### src/rtl/hdmi_pkg.sv
// Shared constants and types for the HDMI period scheduler.
// Holds the TMDS encoder mode codes, the preamble control patterns, the
// period lengths, and the island FSM state type.
package hdmi_pkg;

   localparam logic [2:0] MODE_CONTROL      = 3'd0;
   localparam logic [2:0] MODE_VIDEO        = 3'd1;
   localparam logic [2:0] MODE_VIDEO_GUARD  = 3'd2;
   localparam logic [2:0] MODE_ISLAND       = 3'd3;
   localparam logic [2:0] MODE_ISLAND_GUARD = 3'd4;

   localparam logic [3:0] CTL_VIDEO_PREAMBLE  = 4'b0001;
   localparam logic [3:0] CTL_ISLAND_PREAMBLE = 4'b0101;

   localparam int unsigned PREAMBLE_LEN = 8;
   localparam int unsigned GUARD_LEN    = 2;
   localparam int unsigned PACKET_LEN   = 32;
   localparam int unsigned MIN_CONTROL  = 12;

   typedef enum logic [2:0] {
      StIdle,
      StPreamble,
      StLeadGuard,
      StPacket,
      StTrailGuard
   } island_state_e;

endpackage

### src/rtl/hdmi_raster_counter.sv
// Raster position counter with sync decode.
// Ports:
//   clk_i, rst_ni      pixel clock, async active-low reset
//   px_o, py_o         current position (px wraps at H_TOTAL-1, py at V_TOTAL-1)
//   hsync_o, vsync_o   sync levels decoded from the current position
//   next_active_o      the following line (wrapped) carries active video
module hdmi_raster_counter #(
   parameter int unsigned H_ACTIVE   = 640,
   parameter int unsigned H_FRONT    = 16,
   parameter int unsigned H_SYNC     = 96,
   parameter int unsigned H_TOTAL    = 800,
   parameter int unsigned V_ACTIVE   = 480,
   parameter int unsigned V_FRONT    = 10,
   parameter int unsigned V_SYNC     = 2,
   parameter int unsigned V_TOTAL    = 525,
   parameter logic        H_POL      = 1'b0,
   parameter logic        V_POL      = 1'b0,
   parameter int unsigned BIT_WIDTH  = 10,
   parameter int unsigned BIT_HEIGHT = 10
) (
   input  logic                  clk_i,
   input  logic                  rst_ni,
   output logic [BIT_WIDTH-1:0]  px_o,
   output logic [BIT_HEIGHT-1:0] py_o,
   output logic                  hsync_o,
   output logic                  vsync_o,
   output logic                  next_active_o
);

   localparam int unsigned HSyncStart = H_ACTIVE + H_FRONT;
   localparam int unsigned VSyncStart = V_ACTIVE + V_FRONT;

   logic [BIT_WIDTH-1:0]  px_q, px_d;
   logic [BIT_HEIGHT-1:0] py_q, py_d;

   always_comb begin
      px_d = px_q + BIT_WIDTH'(1);
      py_d = py_q;
      if (32'(px_q) == H_TOTAL - 1) begin
         px_d = '0;
         py_d = (32'(py_q) == V_TOTAL - 1) ? '0 : py_q + BIT_HEIGHT'(1);
      end
   end

   always_ff @(posedge clk_i or negedge rst_ni) begin
      if (!rst_ni) begin
         px_q <= '0;
         py_q <= '0;
      end else begin
         px_q <= px_d;
         py_q <= py_d;
      end
   end

   assign px_o    = px_q;
   assign py_o    = py_q;
   assign hsync_o = (32'(px_q) >= HSyncStart && 32'(px_q) < HSyncStart + H_SYNC) ? H_POL : ~H_POL;
   assign vsync_o = (32'(py_q) >= VSyncStart && 32'(py_q) < VSyncStart + V_SYNC) ? V_POL : ~V_POL;
   // Last line wraps to line 0, which is always active.
   assign next_active_o = (32'(py_q) == V_TOTAL - 1) || (32'(py_q) + 1 < V_ACTIVE);

endmodule

### src/rtl/hdmi_period_scheduler.sv
// HDMI period scheduler: sequences control, video preamble/guard/data and
// data-island preamble/guard/packet periods for three TMDS encoders.
// Ports:
//   clk_pixel, reset_n   pixel clock, async active-low reset
//   mode                 encoder mode (control/video/video guard/island/island guard)
//   control_data         {CTL3,CTL2,CTL1,CTL0,vsync,hsync}
//   island_data          TERC4 nibbles {ch2,ch1,ch0}, valid in island mode
//   cx, cy               position the other outputs belong to
//   video_active         high in video mode
//   packet_pending       upstream packet available
//   packet_start         first payload cycle of each packet
//   packet_pixel         payload cycle index 0..31
//   island_payload       payload for the presented packet_pixel (used combinationally)
module hdmi_period_scheduler
   import hdmi_pkg::*;
#(
   parameter int unsigned H_ACTIVE      = 640,
   parameter int unsigned H_FRONT       = 16,
   parameter int unsigned H_SYNC        = 96,
   parameter int unsigned H_TOTAL       = 800,
   parameter int unsigned V_ACTIVE      = 480,
   parameter int unsigned V_FRONT       = 10,
   parameter int unsigned V_SYNC        = 2,
   parameter int unsigned V_TOTAL       = 525,
   parameter logic        H_POL         = 1'b0,
   parameter logic        V_POL         = 1'b0,
   parameter int unsigned ISLAND_OFFSET = 4,
   parameter int unsigned MAX_PACKETS   = 2,
   parameter int unsigned BIT_WIDTH     = 10,
   parameter int unsigned BIT_HEIGHT    = 10
) (
   input  logic                  clk_pixel,
   input  logic                  reset_n,
   output logic [2:0]            mode,
   output logic [5:0]            control_data,
   output logic [11:0]           island_data,
   output logic [BIT_WIDTH-1:0]  cx,
   output logic [BIT_HEIGHT-1:0] cy,
   output logic                  video_active,
   input  logic                  packet_pending,
   output logic                  packet_start,
   output logic [4:0]            packet_pixel,
   input  logic [11:0]           island_payload
);

   localparam int unsigned IslandStart   = H_ACTIVE + ISLAND_OFFSET;
   // Last px an island may occupy while leaving the minimum control period.
   localparam int unsigned IslandLimit   = H_TOTAL - 1 - MIN_CONTROL;
   localparam int unsigned FirstEnd      = IslandStart + PREAMBLE_LEN + 2 * GUARD_LEN
                                           + PACKET_LEN - 1;
   localparam int unsigned VidPreStart   = H_TOTAL - PREAMBLE_LEN - GUARD_LEN;
   localparam int unsigned VidGuardStart = H_TOTAL - GUARD_LEN;

   logic [BIT_WIDTH-1:0]  px;
   logic [BIT_HEIGHT-1:0] py;
   logic                  hsync, vsync, next_active;

   hdmi_raster_counter #(
      .H_ACTIVE  (H_ACTIVE),
      .H_FRONT   (H_FRONT),
      .H_SYNC    (H_SYNC),
      .H_TOTAL   (H_TOTAL),
      .V_ACTIVE  (V_ACTIVE),
      .V_FRONT   (V_FRONT),
      .V_SYNC    (V_SYNC),
      .V_TOTAL   (V_TOTAL),
      .H_POL     (H_POL),
      .V_POL     (V_POL),
      .BIT_WIDTH (BIT_WIDTH),
      .BIT_HEIGHT(BIT_HEIGHT)
   ) u_raster (
      .clk_i        (clk_pixel),
      .rst_ni       (reset_n),
      .px_o         (px),
      .py_o         (py),
      .hsync_o      (hsync),
      .vsync_o      (vsync),
      .next_active_o(next_active)
   );

   island_state_e st_q, st_d, st_cur;
   logic [4:0]    cnt_q, cnt_d, cnt_cur;
   logic [4:0]    npkt_q, npkt_d;

   logic [2:0]    mode_q, mode_d;
   logic [3:0]    ctl_q, ctl_d;
   logic          hsync_q, vsync_q, vact_q, vact_d, pstart_q, pstart_d;
   logic [4:0]    ppix_q, ppix_d;
   logic [BIT_WIDTH-1:0]  cx_q;
   logic [BIT_HEIGHT-1:0] cy_q;

   logic vid, vid_pre, vid_guard, isl_go, isl_more;

   assign vid       = (32'(px) < H_ACTIVE) && (32'(py) < V_ACTIVE);
   assign vid_pre   = next_active && (32'(px) >= VidPreStart) && (32'(px) < VidGuardStart);
   assign vid_guard = next_active && (32'(px) >= VidGuardStart);

   assign isl_go   = (32'(px) == IslandStart) && packet_pending && (FirstEnd <= IslandLimit);
   // Another packet would end its trailing guard at px + PACKET_LEN + GUARD_LEN.
   assign isl_more = packet_pending && (32'(npkt_q) < MAX_PACKETS)
                     && (32'(px) + PACKET_LEN + GUARD_LEN <= IslandLimit);

   always_comb begin
      // The start decision takes effect on the same position it is made at.
      st_cur  = st_q;
      cnt_cur = cnt_q;
      if (st_q == StIdle && isl_go) begin
         st_cur  = StPreamble;
         cnt_cur = '0;
      end

      st_d   = st_cur;
      cnt_d  = cnt_cur + 5'd1;
      npkt_d = npkt_q;
      unique case (st_cur)
         StPreamble: begin
            if (32'(cnt_cur) == PREAMBLE_LEN - 1) begin
               st_d  = StLeadGuard;
               cnt_d = '0;
            end
         end
         StLeadGuard: begin
            if (32'(cnt_cur) == GUARD_LEN - 1) begin
               st_d   = StPacket;
               cnt_d  = '0;
               npkt_d = 5'd1;
            end
         end
         StPacket: begin
            if (32'(cnt_cur) == PACKET_LEN - 1) begin
               cnt_d = '0;
               if (isl_more) npkt_d = npkt_q + 5'd1;
               else          st_d   = StTrailGuard;
            end
         end
         StTrailGuard: begin
            if (32'(cnt_cur) == GUARD_LEN - 1) begin
               st_d  = StIdle;
               cnt_d = '0;
            end
         end
         default: begin
            st_d  = StIdle;
            cnt_d = '0;
         end
      endcase

      mode_d   = MODE_CONTROL;
      ctl_d    = '0;
      pstart_d = 1'b0;
      ppix_d   = '0;
      vact_d   = vid;
      if (vid) begin
         mode_d = MODE_VIDEO;
      end else if (vid_pre) begin
         ctl_d = CTL_VIDEO_PREAMBLE;
      end else if (vid_guard) begin
         mode_d = MODE_VIDEO_GUARD;
      end else begin
         unique case (st_cur)
            StPreamble:               ctl_d  = CTL_ISLAND_PREAMBLE;
            StLeadGuard, StTrailGuard: mode_d = MODE_ISLAND_GUARD;
            StPacket: begin
               mode_d   = MODE_ISLAND;
               pstart_d = (cnt_cur == '0);
               ppix_d   = cnt_cur;
            end
            default: ;
         endcase
      end
   end

   always_ff @(posedge clk_pixel or negedge reset_n) begin
      if (!reset_n) begin
         st_q     <= StIdle;
         cnt_q    <= '0;
         npkt_q   <= '0;
         mode_q   <= MODE_CONTROL;
         ctl_q    <= '0;
         hsync_q  <= ~H_POL;
         vsync_q  <= ~V_POL;
         vact_q   <= 1'b0;
         pstart_q <= 1'b0;
         ppix_q   <= '0;
         cx_q     <= '0;
         cy_q     <= '0;
      end else begin
         st_q     <= st_d;
         cnt_q    <= cnt_d;
         npkt_q   <= npkt_d;
         mode_q   <= mode_d;
         ctl_q    <= ctl_d;
         hsync_q  <= hsync;
         vsync_q  <= vsync;
         vact_q   <= vact_d;
         pstart_q <= pstart_d;
         ppix_q   <= ppix_d;
         cx_q     <= px;
         cy_q     <= py;
      end
   end

   logic unused_payload;
   assign unused_payload = ^{island_payload[3], island_payload[1:0]};

   assign mode         = mode_q;
   assign control_data = {ctl_q, vsync_q, hsync_q};
   assign cx           = cx_q;
   assign cy           = cy_q;
   assign video_active = vact_q;
   assign packet_start = pstart_q;
   assign packet_pixel = ppix_q;
   // Payload arrives in the cycle its packet_pixel is presented, so it bypasses the registers.
   assign island_data  = (mode_q == MODE_ISLAND) ?
                         {island_payload[11:8], island_payload[7:4], ppix_q != 5'd0,
                          island_payload[2], vsync_q, hsync_q} : 12'd0;

   video_island_overlap: assert property (@(posedge clk_pixel) disable iff (!reset_n)
      !((vid || vid_pre || vid_guard) && st_cur != StIdle));

endmodule
### config.mk
export PLATFORM = sky130hd
export DESIGN_NAME = hdmi_period_scheduler
export DESIGN_NICKNAME = d
export VERILOG_FILES = /design/src/rtl/hdmi_pkg.sv /design/src/rtl/hdmi_raster_counter.sv /design/src/rtl/hdmi_period_scheduler.sv
export SDC_FILE = /design/constraint.sdc
export NUM_CORES = 1
export LEC_CHECK = 0
export BUFFER_PORTS_ARGS = -buffer_cell sky130_fd_sc_hd__buf_2
export CORE_MARGIN = 3
export CORE_UTILIZATION = 41
export DETAILED_ROUTE_END_ITERATION = 8
export REMOVE_ABC_BUFFERS = 1
export SLEW_MARGIN = 20
export SYNTH_ARGS = -nofsm -noshare
export SYNTH_HDL_FRONTEND = slang
export SYNTH_HIERARCHICAL = 1
export SYNTH_SLANG_ARGS = --single-unit
### constraint.sdc
create_clock -name clk_pixel -period 7.8 [get_ports clk_pixel]
set_input_delay 0.78 -clock clk_pixel [delete_from_list [all_inputs] [get_ports clk_pixel]]
set_output_delay 0.78 -clock clk_pixel [all_outputs]
set_load 0.005 [all_outputs]
==> results_dict.tcl <==
set metrics [dict create \
    outcome "finished clean" \
    critPathRequiredTime_ns 8.04 \
    min-delay-start "u_raster/py_o[3]" \
    synth_seq_area_share_pct 52.0 \
    grt_pass1_vias 2232 \
    maxSlewViolCount 0 \
    grt_max_degree 68 \
    grt_usage_pct 15.6 \
    intPower_uw 580 \
    antenna_found_initial 0 \
    drc 0 \
    fp-row-count 31 \
    synthFlopType "dfrtp_1" \
    power_leakage_uw 0.00183 \
    drive_gt1_share_pct 24.3 \
    r2r_slack_ns 4.82 \
    ios 63 \
    die_area_um2 8970 \
    r2r_end "packet_pixel[2]" \
    fillCellCount 708 \
    hold_class "reg2reg" \
    fmax_mhz 335 \
    cts_buffer_depth 2 \
    drtIter0Drc 101 \
    path_cells "inv_1 -> ha_1 -> nand4_1 -> or4_1 -> o211ai_1 -> o21a_1 -> and3_1 -> nand2_1 -> or3_1 -> nand3_1 -> nor2_1 -> and2_1" \
    p_sw_share_pct 25.3 \
    wl_met3_um 462 \
    yosys_register_bits 67 \
    relSlewSlack_pct 46.6 \
    finalHoldViolations 0 \
    cts_tree "built" \
    power.density_nw_per_um2 204 \
    dp.cells 454 \
    rsz0062_at_grt "false" \
    r2r_cells 12 \
    p_comb_share_pct 10.1 \
    whs_path_depth 0 \
    synth_top_area_share_pct 50.4 \
    cp_data_arrival_time_ns 3.22 \
    peakVddDrop_uv 84.7 \
    port_buffers 57 \
    viasPerCell 5.22 \
    mostFrequentLayoutCell "dfrtp_1" \
    avgSynthCellArea_um2 10.5 \
    wl_per_cell_um 14.0 \
    synth_edf_count 0 \
    diodes 0 \
    start_util_pct 43.3 \
    vias 2453 \
    routed.top_layer "met4" \
    cp_max_fo 8 \
    yosys_warnings 6 \
    synth_top_area_cell "dfrtp_1" \
    maxCapViolCount 0 \
    end_kind "register" \
    syn-cell-area_um2 3230 \
    post_cts_buffers 0 \
    tns_ns 0 \
    numCtsBuffers 9 \
    dp_hpwl_mm 4.52 \
    syn2layout_area_growth_pct 17.7 \
    clk_pin_slew_ns 0.07 \
    setup_violations 0 \
    wl_met1_mm 3.07 \
    power.switching_uw 197 \
    final_nets 392 \
    syn_inst 308 \
    cp-start-kind "register" \
    final_cell_mix "dfrtp_1 (65), buf_2 (57), nand2_1 (27)" \
    critical-path-max-stage-delay_ns 0.65 \
    hold_buffers 0 \
    pwr-share-seq_pct 48.2 \
    criticalPathCategory "reg2reg" \
    grt_first_pass_wirelength_mm 10.8 \
    skew_ns 0.00427 \
    p_clk_share_pct 41.7 \
    grt_overflow 0 \
    fin_crit_sh_pct 38.2 \
    cts_sinks 67 \
    clk_latency_ns 0.34 \
    reg2reg_from "u_raster/py_o[0]" \
    routed_wl_mm 6.57 \
    synth-async-reset-ratio_pct 100 \
    whs_endpoint "cy[3]" \
    cts_resized 0 \
    htreeDepth 3 \
    dr_wl_met2_mm 2.92 \
    fp.coreArea_um2 7450 \
    antenna_left 0 \
    synth_cell_types 58 \
    synth_area_leaders "dfrtp_1 (50%), and2_1 (4.7%), ha_1 (4.3%)" \
    worst_pin_slew_ns 0.801 \
    instances_no_fill 470 \
    die_w_um 94.7 \
    die_y_um 94.7 \
    drt_pass1_iterations 5 \
    cp_slowest_cell "or4_1" \
    ctsRootBufferMaster "clkbuf_8" \
    gp_congestion 0.839 \
    layout_min_cycle_time_ns 2.98 \
]
## Yosys cell counts, types with 3 or more instances
master     count
o211ai_1       5
clkbuf_1       3
ha_1          11
o2111ai_1      3
nor2_1        16
o22ai_1        3
nor3_1        11
nand2b_1       4
buf_4          5
a31oi_1        4
nand3_1       11
and3_1         6
buf_2          3
nand4_1       10
and3_2         3
and2_1        24
inv_1         13
or4_1          3
xor2_1         7
o21a_1         3
o21ai_0        7
a21oi_1        7
dfrtp_1       65
or3_1          4
and4_1         3
xnor2_1        7
nand2_1       27
a21boi_0       3
## per-stage QoR
| stage | setup WS (ns) | instance area, um^2 | total power, uW | util [%] | hold WS, ns |
|---|---|---|---|---|---|
| 6_report | 4.82 | 3800 | 776 | 51.0 | 0.462 |
| 5_1_grt | 4.59 | 3800 | 820 | 51.0 | 0.489 |
| 4_1_cts | 4.82 | 3800 | 787 | 51.0 | 0.462 |
| 3_5_place_dp | 4.80 | 3570 | 460 | 48.0 | 0.445 |
| 3_3_place_gp | 4.86 | 3570 | 458 | 48.0 | 0.433 |
| 2_1_floorplan | 5.18 | 3160 | 433 | - | 0.400 |
## per-layer routing
| metal | vias to the layer above | track usage (%) |
|---|---|---|
| li1 | 1207 | - |
| met1 | 1163 | 21.0 |
| met2 | 74 | 23.5 |
| met3 | 9 | 4.14 |
| met4 | 0 | 6.97 |
| met5 | - | 0 |
## how the worst max path moves through the flow
stage	slack [ns]	cells after the start	end	from
final	4.82	12	packet_pixel[2]	u_raster/py_o[0]
after global placement	4.86	11	cnt_q[3]	packet_pending
after global routing	4.59	12	packet_pixel[2]	u_raster/py_o[1]
after detailed placement	4.80	11	cnt_q[3]	packet_pending
after CTS	4.82	12	packet_pixel[2]	u_raster/py_o[1]
after floorplan	5.18	12	packet_pixel[2]	u_raster/py_o[0]
## worst max-delay path: cells and delay by family (launching register included)
kind | cells | cell delay [ns]
AO/OA/AOI/OAI | 2 | 0.31
adder cells (fa/ha/maj) | 1 | 0.15
flip-flops | 1 | 0.45
buffers and inverters | 1 | 0.13
AND/OR/NAND/NOR | 8 | 1.81
## registers in the layout (all words and copies together) (netlist names)
signal and flops:
cnt_q 5, ctl_q 2, cx 10, cy 10
hsync_q 1, mode 3, npkt_q 5, packet_pixel 5
packet_start 1, st_q 3, u_raster/px_o 10, u_raster/py_o 10
video_active 1, vsync_q 1
## cell families after synthesis
logic type / Yosys count / share of synthesized area, %
multiplexers: 3 / 0.969
AND/OR/NAND/NOR: 139 / 24.7
AO/OA/AOI/OAI: 48 / 10.3
flip-flops: 67 / 52.0
XOR/XNOR: 14 / 3.80
buffers and inverters: 25 / 3.84
adder cells (fa/ha/maj): 11 / 4.27
other: 1 / 0.116
## cell type report
type	instances	area (um^2)	area share (%)
flip-flops and latches	67	1680	44.2
multi-input cells	217	1430	37.6
clock inverters	5	85.1	2.24
clock buffers	11	141	3.72
repair buffers	58	293	7.71
inverters	13	48.8	1.28
well taps	99	124	3.26
## power groups by stage
| stage | Combinational (uW) | Clock, uW | Sequential (uW) |
|---|---|---|---|
| final | 78.3 | 324 | 374 |
| after global routing | 91.4 | 351 | 377 |
| after CTS | 79.9 | 333 | 374 |
| after detailed placement | 79.5 | 0 | 381 |
| after global placement | 77.4 | 0 | 380 |
| after floorplan | 56.1 | 0 | 377 |
Power figures use the tool's default switching activity.
